--- src/rtl/rtc_burst_ctrl.sv ---
// Burst sequencer for NREG consecutive RTC registers over a single-register I2C request interface.
// Adds per-transfer timeout, NACK retry, an atomic read shadow and an optional periodic auto-read.
module rtc_burst_ctrl #(
    parameter int         NREG        = 7,
    parameter logic [7:0] BASE_ADDR   = 8'h00,
    parameter int         RETRIES     = 2,
    parameter int         TIMEOUT_CYC = 200000,
    parameter int         POLL_CYC    = 50000000
) (
    input  logic              clk,
    input  logic              rst,
    input  logic              start_wr,
    input  logic              start_rd,
    input  logic              poll_en,
    input  logic [NREG*8-1:0] wr_vec,
    output logic [NREG*8-1:0] rd_vec,
    output logic              busy,
    output logic              done,
    output logic              err,
    output logic [3:0]        err_idx,
    output logic              wr_req,
    output logic              rd_req,
    output logic [7:0]        addr,
    output logic [7:0]        wr_data,
    input  logic [7:0]        rd_data,
    input  logic              rw_done,
    input  logic              nack
);

    localparam logic [2:0] S_IDLE = 3'd0;
    localparam logic [2:0] S_REQ  = 3'd1;
    localparam logic [2:0] S_WAIT = 3'd2;
    localparam logic [2:0] S_FIN  = 3'd3;
    localparam logic [2:0] S_FAIL = 3'd4;

    localparam int             TW        = (TIMEOUT_CYC > 1) ? $clog2(TIMEOUT_CYC) : 1;
    localparam int             PW        = (POLL_CYC > 1) ? $clog2(POLL_CYC) : 1;
    localparam logic [TW-1:0]  TO_LAST   = TW'(TIMEOUT_CYC - 1);
    localparam logic [PW-1:0]  POLL_LAST = PW'(POLL_CYC - 1);
    localparam logic [3:0]     IDX_LAST  = 4'(NREG - 1);
    localparam logic [2:0]     RETRY_MAX = 3'(RETRIES);

    logic [2:0]        state;
    logic              mode_rd;
    logic [3:0]        idx;
    logic [2:0]        retry_cnt;
    logic [TW-1:0]     to_cnt;
    logic [PW-1:0]     poll_cnt;
    logic              poll_pend;
    logic [NREG*8-1:0] snap;
    logic [NREG*8-1:0] shadow;
    logic [NREG*8-1:0] shadow_nxt;
    logic              go;
    logic              rd_go;

    function automatic logic [7:0] byte_at(input logic [NREG*8-1:0] v, input logic [3:0] n);
        return v[int'(n)*8 +: 8];
    endfunction

    // Start priority: write, then explicit read, then pending poll.
    assign go    = (state == S_IDLE) && (start_wr || start_rd || poll_pend);
    assign rd_go = (state == S_IDLE) && !start_wr && (start_rd || poll_pend);

    assign busy   = (state != S_IDLE);
    assign done   = (state == S_FIN) || (state == S_FAIL);
    assign err    = (state == S_FAIL);
    assign wr_req = (state == S_REQ) && !mode_rd;
    assign rd_req = (state == S_REQ) && mode_rd;

    always_comb begin
        shadow_nxt = shadow;
        shadow_nxt[int'(idx)*8 +: 8] = rd_data;
    end

    always_ff @(posedge clk or posedge rst) begin
        if (rst) begin
            state     <= S_IDLE;
            mode_rd   <= 1'b0;
            idx       <= '0;
            retry_cnt <= '0;
            to_cnt    <= '0;
            snap      <= '0;
            shadow    <= '0;
            rd_vec    <= '0;
            err_idx   <= '0;
            addr      <= '0;
            wr_data   <= '0;
        end else begin
            case (state)
                S_IDLE: begin
                    if (go) begin
                        mode_rd   <= !start_wr;
                        snap      <= wr_vec;
                        idx       <= '0;
                        retry_cnt <= '0;
                        addr      <= BASE_ADDR;
                        wr_data   <= wr_vec[7:0];
                        state     <= S_REQ;
                    end
                end
                S_REQ: begin
                    to_cnt <= '0;
                    state  <= S_WAIT;
                end
                S_WAIT: begin
                    // A completion in the same cycle as the timeout takes precedence.
                    if (rw_done && !nack) begin
                        if (mode_rd) shadow <= shadow_nxt;
                        retry_cnt <= '0;
                        if (idx == IDX_LAST) begin
                            // rd_vec only ever sees a complete, successful burst.
                            if (mode_rd) rd_vec <= shadow_nxt;
                            state <= S_FIN;
                        end else begin
                            idx     <= idx + 4'd1;
                            addr    <= BASE_ADDR + {4'd0, idx + 4'd1};
                            wr_data <= byte_at(snap, idx + 4'd1);
                            state   <= S_REQ;
                        end
                    end else if (rw_done || (to_cnt == TO_LAST)) begin
                        if (retry_cnt < RETRY_MAX) begin
                            retry_cnt <= retry_cnt + 3'd1;
                            state     <= S_REQ;
                        end else begin
                            err_idx <= idx;
                            state   <= S_FAIL;
                        end
                    end else begin
                        to_cnt <= to_cnt + 1'b1;
                    end
                end
                S_FIN, S_FAIL: state <= S_IDLE;
                default:       state <= S_IDLE;
            endcase
        end
    end

    // Poll timer; a tick landing on the same cycle as a read start stays pending.
    always_ff @(posedge clk or posedge rst) begin
        if (rst) begin
            poll_cnt  <= '0;
            poll_pend <= 1'b0;
        end else if (!poll_en) begin
            poll_cnt  <= '0;
            poll_pend <= 1'b0;
        end else begin
            if (rd_go) poll_pend <= 1'b0;
            if (POLL_CYC != 0) begin
                if (poll_cnt == POLL_LAST) begin
                    poll_cnt  <= '0;
                    poll_pend <= 1'b1;
                end else begin
                    poll_cnt <= poll_cnt + 1'b1;
                end
            end
        end
    end

endmodule

--- config.mk ---
export PLATFORM = sky130hd
export DESIGN_NAME = rtc_burst_ctrl
export DESIGN_NICKNAME = d
export VERILOG_FILES = /design/src/rtl/rtc_burst_ctrl.sv
export SDC_FILE = /design/constraint.sdc
export NUM_CORES = 1
export LEC_CHECK = 0
export BUFFER_PORTS_ARGS = -buffer_cell sky130_fd_sc_hd__buf_2
export CAP_MARGIN = 25
export CORE_AREA = 5 5 172 174
export CTS_BUF_LIST = sky130_fd_sc_hd__clkbuf_16
export DETAILED_ROUTE_END_ITERATION = 10
export DIE_AREA = 0 0 177 179
export PLACE_DENSITY = 0.6
export SETUP_SLACK_MARGIN = 0.15
export SYNTH_ARGS = -nofsm -noshare
export SYNTH_HDL_FRONTEND = slang
export SYNTH_SLANG_ARGS = --single-unit
--- constraint.sdc ---
create_clock -name clk -period 7.2 [get_ports clk]
set_clock_uncertainty 0.05 [all_clocks]
set_input_delay 0.36 -clock clk [delete_from_list [all_inputs] [get_ports clk]]
set_output_delay 0.36 -clock clk [all_outputs]
set_load 0.01 [all_outputs]
==> results.rst <==
.. list-table::
   :header-rows: 1

   * - Metric
     - Value
   * - Inserted Clock Buffers
     - 27
   * - Setup fix buffers added after clock tree synthesis
     - 0
   * - Number of DRC markers after the initial detailed-route iteration
     - 502
   * - Die area
     - 31,700 um^2
   * - Final routed wirelength across all metal layers
     - 26.2 mm
   * - Count of synthesis-stage warnings from yosys
     - 0
   * - Pwr Density
     - 321 nW/um^2
   * - Register clock-pin slew on the reported worst setup and hold paths
     - 60 ps
   * - Post-synth top flop
     - sky130_fd_sc_hd__dfrtp_1
   * - Routed WL per cell
     - 17.1 um
   * - Post-layout min period
     - 3350 ps
   * - Drc violations
     - 0
   * - Fraction of final layout cells with drive strength greater than 1
     - 28.0%
   * - Number of vias per cell
     - 5.04
   * - Final Max Tran Viols
     - 0
   * - Hold Violations, Final
     - 0
   * - Via count
     - 7,724
   * - H-Tree Depth
     - 1
   * - Filler cell count
     - 2,616
   * - Library cell used as clock root buffer
     - sky130_fd_sc_hd__clkbuf_16
   * - Global-route wire length before repair
     - 42.4 mm
   * - Final instance count without filler cells
     - 1,534
   * - CP Max Fanout
     - 26
   * - GRT Total Usage
     - 16.5%
   * - Router iterations before antenna repair
     - 5
   * - Clock insertion delay at the later pin of the skew report
     - 530 ps
   * - Actual slew at the worst max-slew pin
     - 927 ps
   * - Worst Path Arrival
     - 3710 ps
   * - Global placement routability congestion
     - 0.846
   * - Num Clock Sinks
     - 236
   * - Post-route antenna net violation count
     - 0
   * - Initial cell density of the core
     - 39.5%
   * - Count of flip-flops with a built-in enable after synthesis
     - 0
   * - Max Freq
     - 299 MHz
   * - Flip-flop and latch count after synthesis
     - 236
   * - Buffer depth of the longest clock path
     - 3
   * - Total instance count after detailed placement
     - 1,449
   * - Pin count of the biggest net entering global routing
     - 113
   * - Share of the clock period used by the worst path after layout
     - 46.5%
   * - Area growth syn-to-layout
     - 20.1%
   * - Post-Synthesis Cell Area
     - 10,900 um^2
   * - Library cell occupying the most area in the post-synthesis netlist
     - sky130_fd_sc_hd__dfrtp_1
   * - Synthesized area divided by synthesized cell count
     - 11.3 um^2
   * - Portion of synthesized cell area occupied by the leading cell type
     - 54.1%
   * - Number of different library cells in the post-synthesis netlist
     - 60
   * - Number of global-route vias before repair
     - 7,764
   * - Cell row count
     - 61
   * - Post-synth top cells
     - sky130_fd_sc_hd__dfrtp_1, sky130_fd_sc_hd__nor2_1, sky130_fd_sc_hd__mux2_2
   * - TritonCTS clock tree
     - yes
   * - Count leader, synth
     - sky130_fd_sc_hd__dfrtp_1
   * - CP Data Required Time
     - 7560 ps
   * - Area of the core
     - 27,600 um^2
   * - Number of I/O pins
     - 152
   * - Overflow left after global routing
     - 0
   * - Path type of the worst setup path
     - reg -> reg
   * - Number of setup violations in the final report
     - 0
   * - Floorplan die height
     - 179 um
   * - Antenna violations before repair
     - 2
   * - Post-DP HPWL
     - 18.0 mm
   * - Run status
     - finished clean
   * - Standby leakage power
     - 6.25 nW
   * - Worst hold-check path type
     - in -> reg
   * - Proportion of synthesized chip area in sequential cells
     - 54.1%
   * - Fraction of registers with async set/reset
     - 100%
   * - Setup total negative slack
     - 0 ps
   * - Width of the die
     - 177 um
   * - Top cells by area, synth
     - sky130_fd_sc_hd__dfrtp_1, sky130_fd_sc_hd__mux2_2, sky130_fd_sc_hd__mux2i_1, sky130_fd_sc_hd__nor2_1, sky130_fd_sc_hd__a21oi_1
   * - Largest voltage drop on the vdd net
     - 184 uV
   * - I/O Buffers
     - 147
   * - Number of violations of the max-capacitance limit
     - 0
   * - NumNets Final
     - 1,215
   * - Critical Path Source Type
     - flip-flop
   * - Nature of the critical path endpoint
     - flip-flop
   * - Headroom to the max-slew limit
     - 38.2%
   * - Cells after synthesis
     - 966
   * - RSZ-0062 raised after global routing
     - no
worst max-delay path, stage by stage, from the launching register on:
cell                      delay, ps
sky130_fd_sc_hd__dfrtp_1        500
sky130_fd_sc_hd__inv_1          140
sky130_fd_sc_hd__ha_1           310
sky130_fd_sc_hd__buf_4          330
sky130_fd_sc_hd__nor3b_1        310
sky130_fd_sc_hd__o21ai_0        130
sky130_fd_sc_hd__or3b_2         640
sky130_fd_sc_hd__nor2_2         400
sky130_fd_sc_hd__mux2_2         390
what timing repair did:
action,CTS,global route
hold buffers,31,1
endpoints found under the hold margin,119,1
endpoints found under the setup margin,0,0
gates resized for setup,0,0
final cells by class:
class,count,area [um^2],area share (%)
antenna,2,5.00,0.0381
clock buffer,27,676,5.15
clock inverter,20,103,0.782
inverter,12,52.6,0.400
multi-input combinational,668,4730,36.1
sequential,236,5910,45.0
tap,378,473,3.60
timing repair buffer,191,1180,8.96
where the power goes:
| group | leakage (nW) | switching [W] | total [W] | internal, W |
|---|---|---|---|---|
| sequential | 3.14 | 0.000147 | 0.00172 | 0.00157 |
| clock | 0.394 | 0.000536 | 0.00121 | 0.000678 |
| combinational | 2.72 | 0.000681 | 0.00128 | 0.000596 |
cell families after synthesis:
| group | share of synthesized area (%) |
|---|---|
| simple gates | 14.2 |
| other cells | 0.0343 |
| fa+ha+maj | 0.916 |
| xor+xnor | 2.79 |
| buf+inv | 2.90 |
| compound gates | 7.31 |
| mux | 17.8 |
| flops | 54.1 |
per-stage QoR:
step                      instance area [um^2]  setup WS (ps)  total power [W]  utilization, %  hold WS, ps
after global routing                     13100           3600          0.00446            47.5         6.69
final                                    13100           3850          0.00421            47.5         22.9
after global placement                   12000           3950          0.00299            43.3          412
after CTS                                13000           3640          0.00426            47.2        0.733
after floorplan                          10900            315          0.00267               -          391
after detailed placement                 12000           3710          0.00301            43.3          420
routing by layer:
layer  part of all wire (%)  GRT usage (%)  vias to the layer above
met4                    1.6           3.35                        0
met2                     49           27.7                      151
met1                     45           22.6                     3789
met5                      0              0                        -
li1                       -              -                     3752
met3                    4.7           3.21                       32
worst paths after layout:
kind                       startpoint            to  slack (ps)  cells after the start
setup / recovery              addr[1]    shadow[53]        3850                      8
min in group asynchronous         rst    rd_vec[30]         450                      3
setup reg to reg              addr[1]    shadow[53]        3850                      8
hold / removal             wr_vec[54]      snap[54]          20                      2
max in group asynchronous         rst  poll_cnt[12]        5260                      4
hold reg to reg            shadow[47]    shadow[47]         430                      2
state kept, by name, summed over array words and instances (netlist names):
signal,count
rd_vec,56
mode_rd,1
poll_cnt,26
to_cnt,18
wr_data,8
retry_cnt,3
snap,56
addr,4
shadow,56
err_idx,4
state,3
poll_pend,1
layout by cell type, fill, tap and decap left out, types with 3 or more instances in the layout:
cell type / count
sky130_fd_sc_hd__dfrtp_1: 236
sky130_fd_sc_hd__buf_2: 147
sky130_fd_sc_hd__nor2_1: 126
sky130_fd_sc_hd__mux2_2: 103
sky130_fd_sc_hd__a21oi_1: 66
sky130_fd_sc_hd__mux2i_1: 60
sky130_fd_sc_hd__nand2_1: 47
sky130_fd_sc_hd__nand3_1: 33
sky130_fd_sc_hd__dlygate4sd3_1: 32
sky130_fd_sc_hd__clkbuf_16: 27
sky130_fd_sc_hd__xor2_1: 25
sky130_fd_sc_hd__o21ai_0: 23
sky130_fd_sc_hd__and3_1: 17
sky130_fd_sc_hd__inv_1: 15
sky130_fd_sc_hd__or3_1: 13
sky130_fd_sc_hd__nand4_1: 12
sky130_fd_sc_hd__nor3b_1: 9
sky130_fd_sc_hd__and2_0: 9
sky130_fd_sc_hd__a211oi_1: 9
sky130_fd_sc_hd__buf_4: 9
sky130_fd_sc_hd__nor3_1: 8
sky130_fd_sc_hd__xnor2_1: 8
sky130_fd_sc_hd__mux4_2: 8
sky130_fd_sc_hd__ha_1: 8
sky130_fd_sc_hd__and2_1: 7
sky130_fd_sc_hd__a31oi_1: 7
sky130_fd_sc_hd__clkinv_1: 7
sky130_fd_sc_hd__a22o_1: 5
sky130_fd_sc_hd__nor4_1: 5
sky130_fd_sc_hd__and4_1: 5
sky130_fd_sc_hd__a22oi_1: 5
sky130_fd_sc_hd__conb_1: 4
sky130_fd_sc_hd__clkinv_2: 4
sky130_fd_sc_hd__nor2b_1: 3
sky130_fd_sc_hd__or2_2: 3
sky130_fd_sc_hd__o2111ai_1: 3
sky130_fd_sc_hd__a21o_1: 3
No activity file was read; power rests on OpenSTA's default activity.
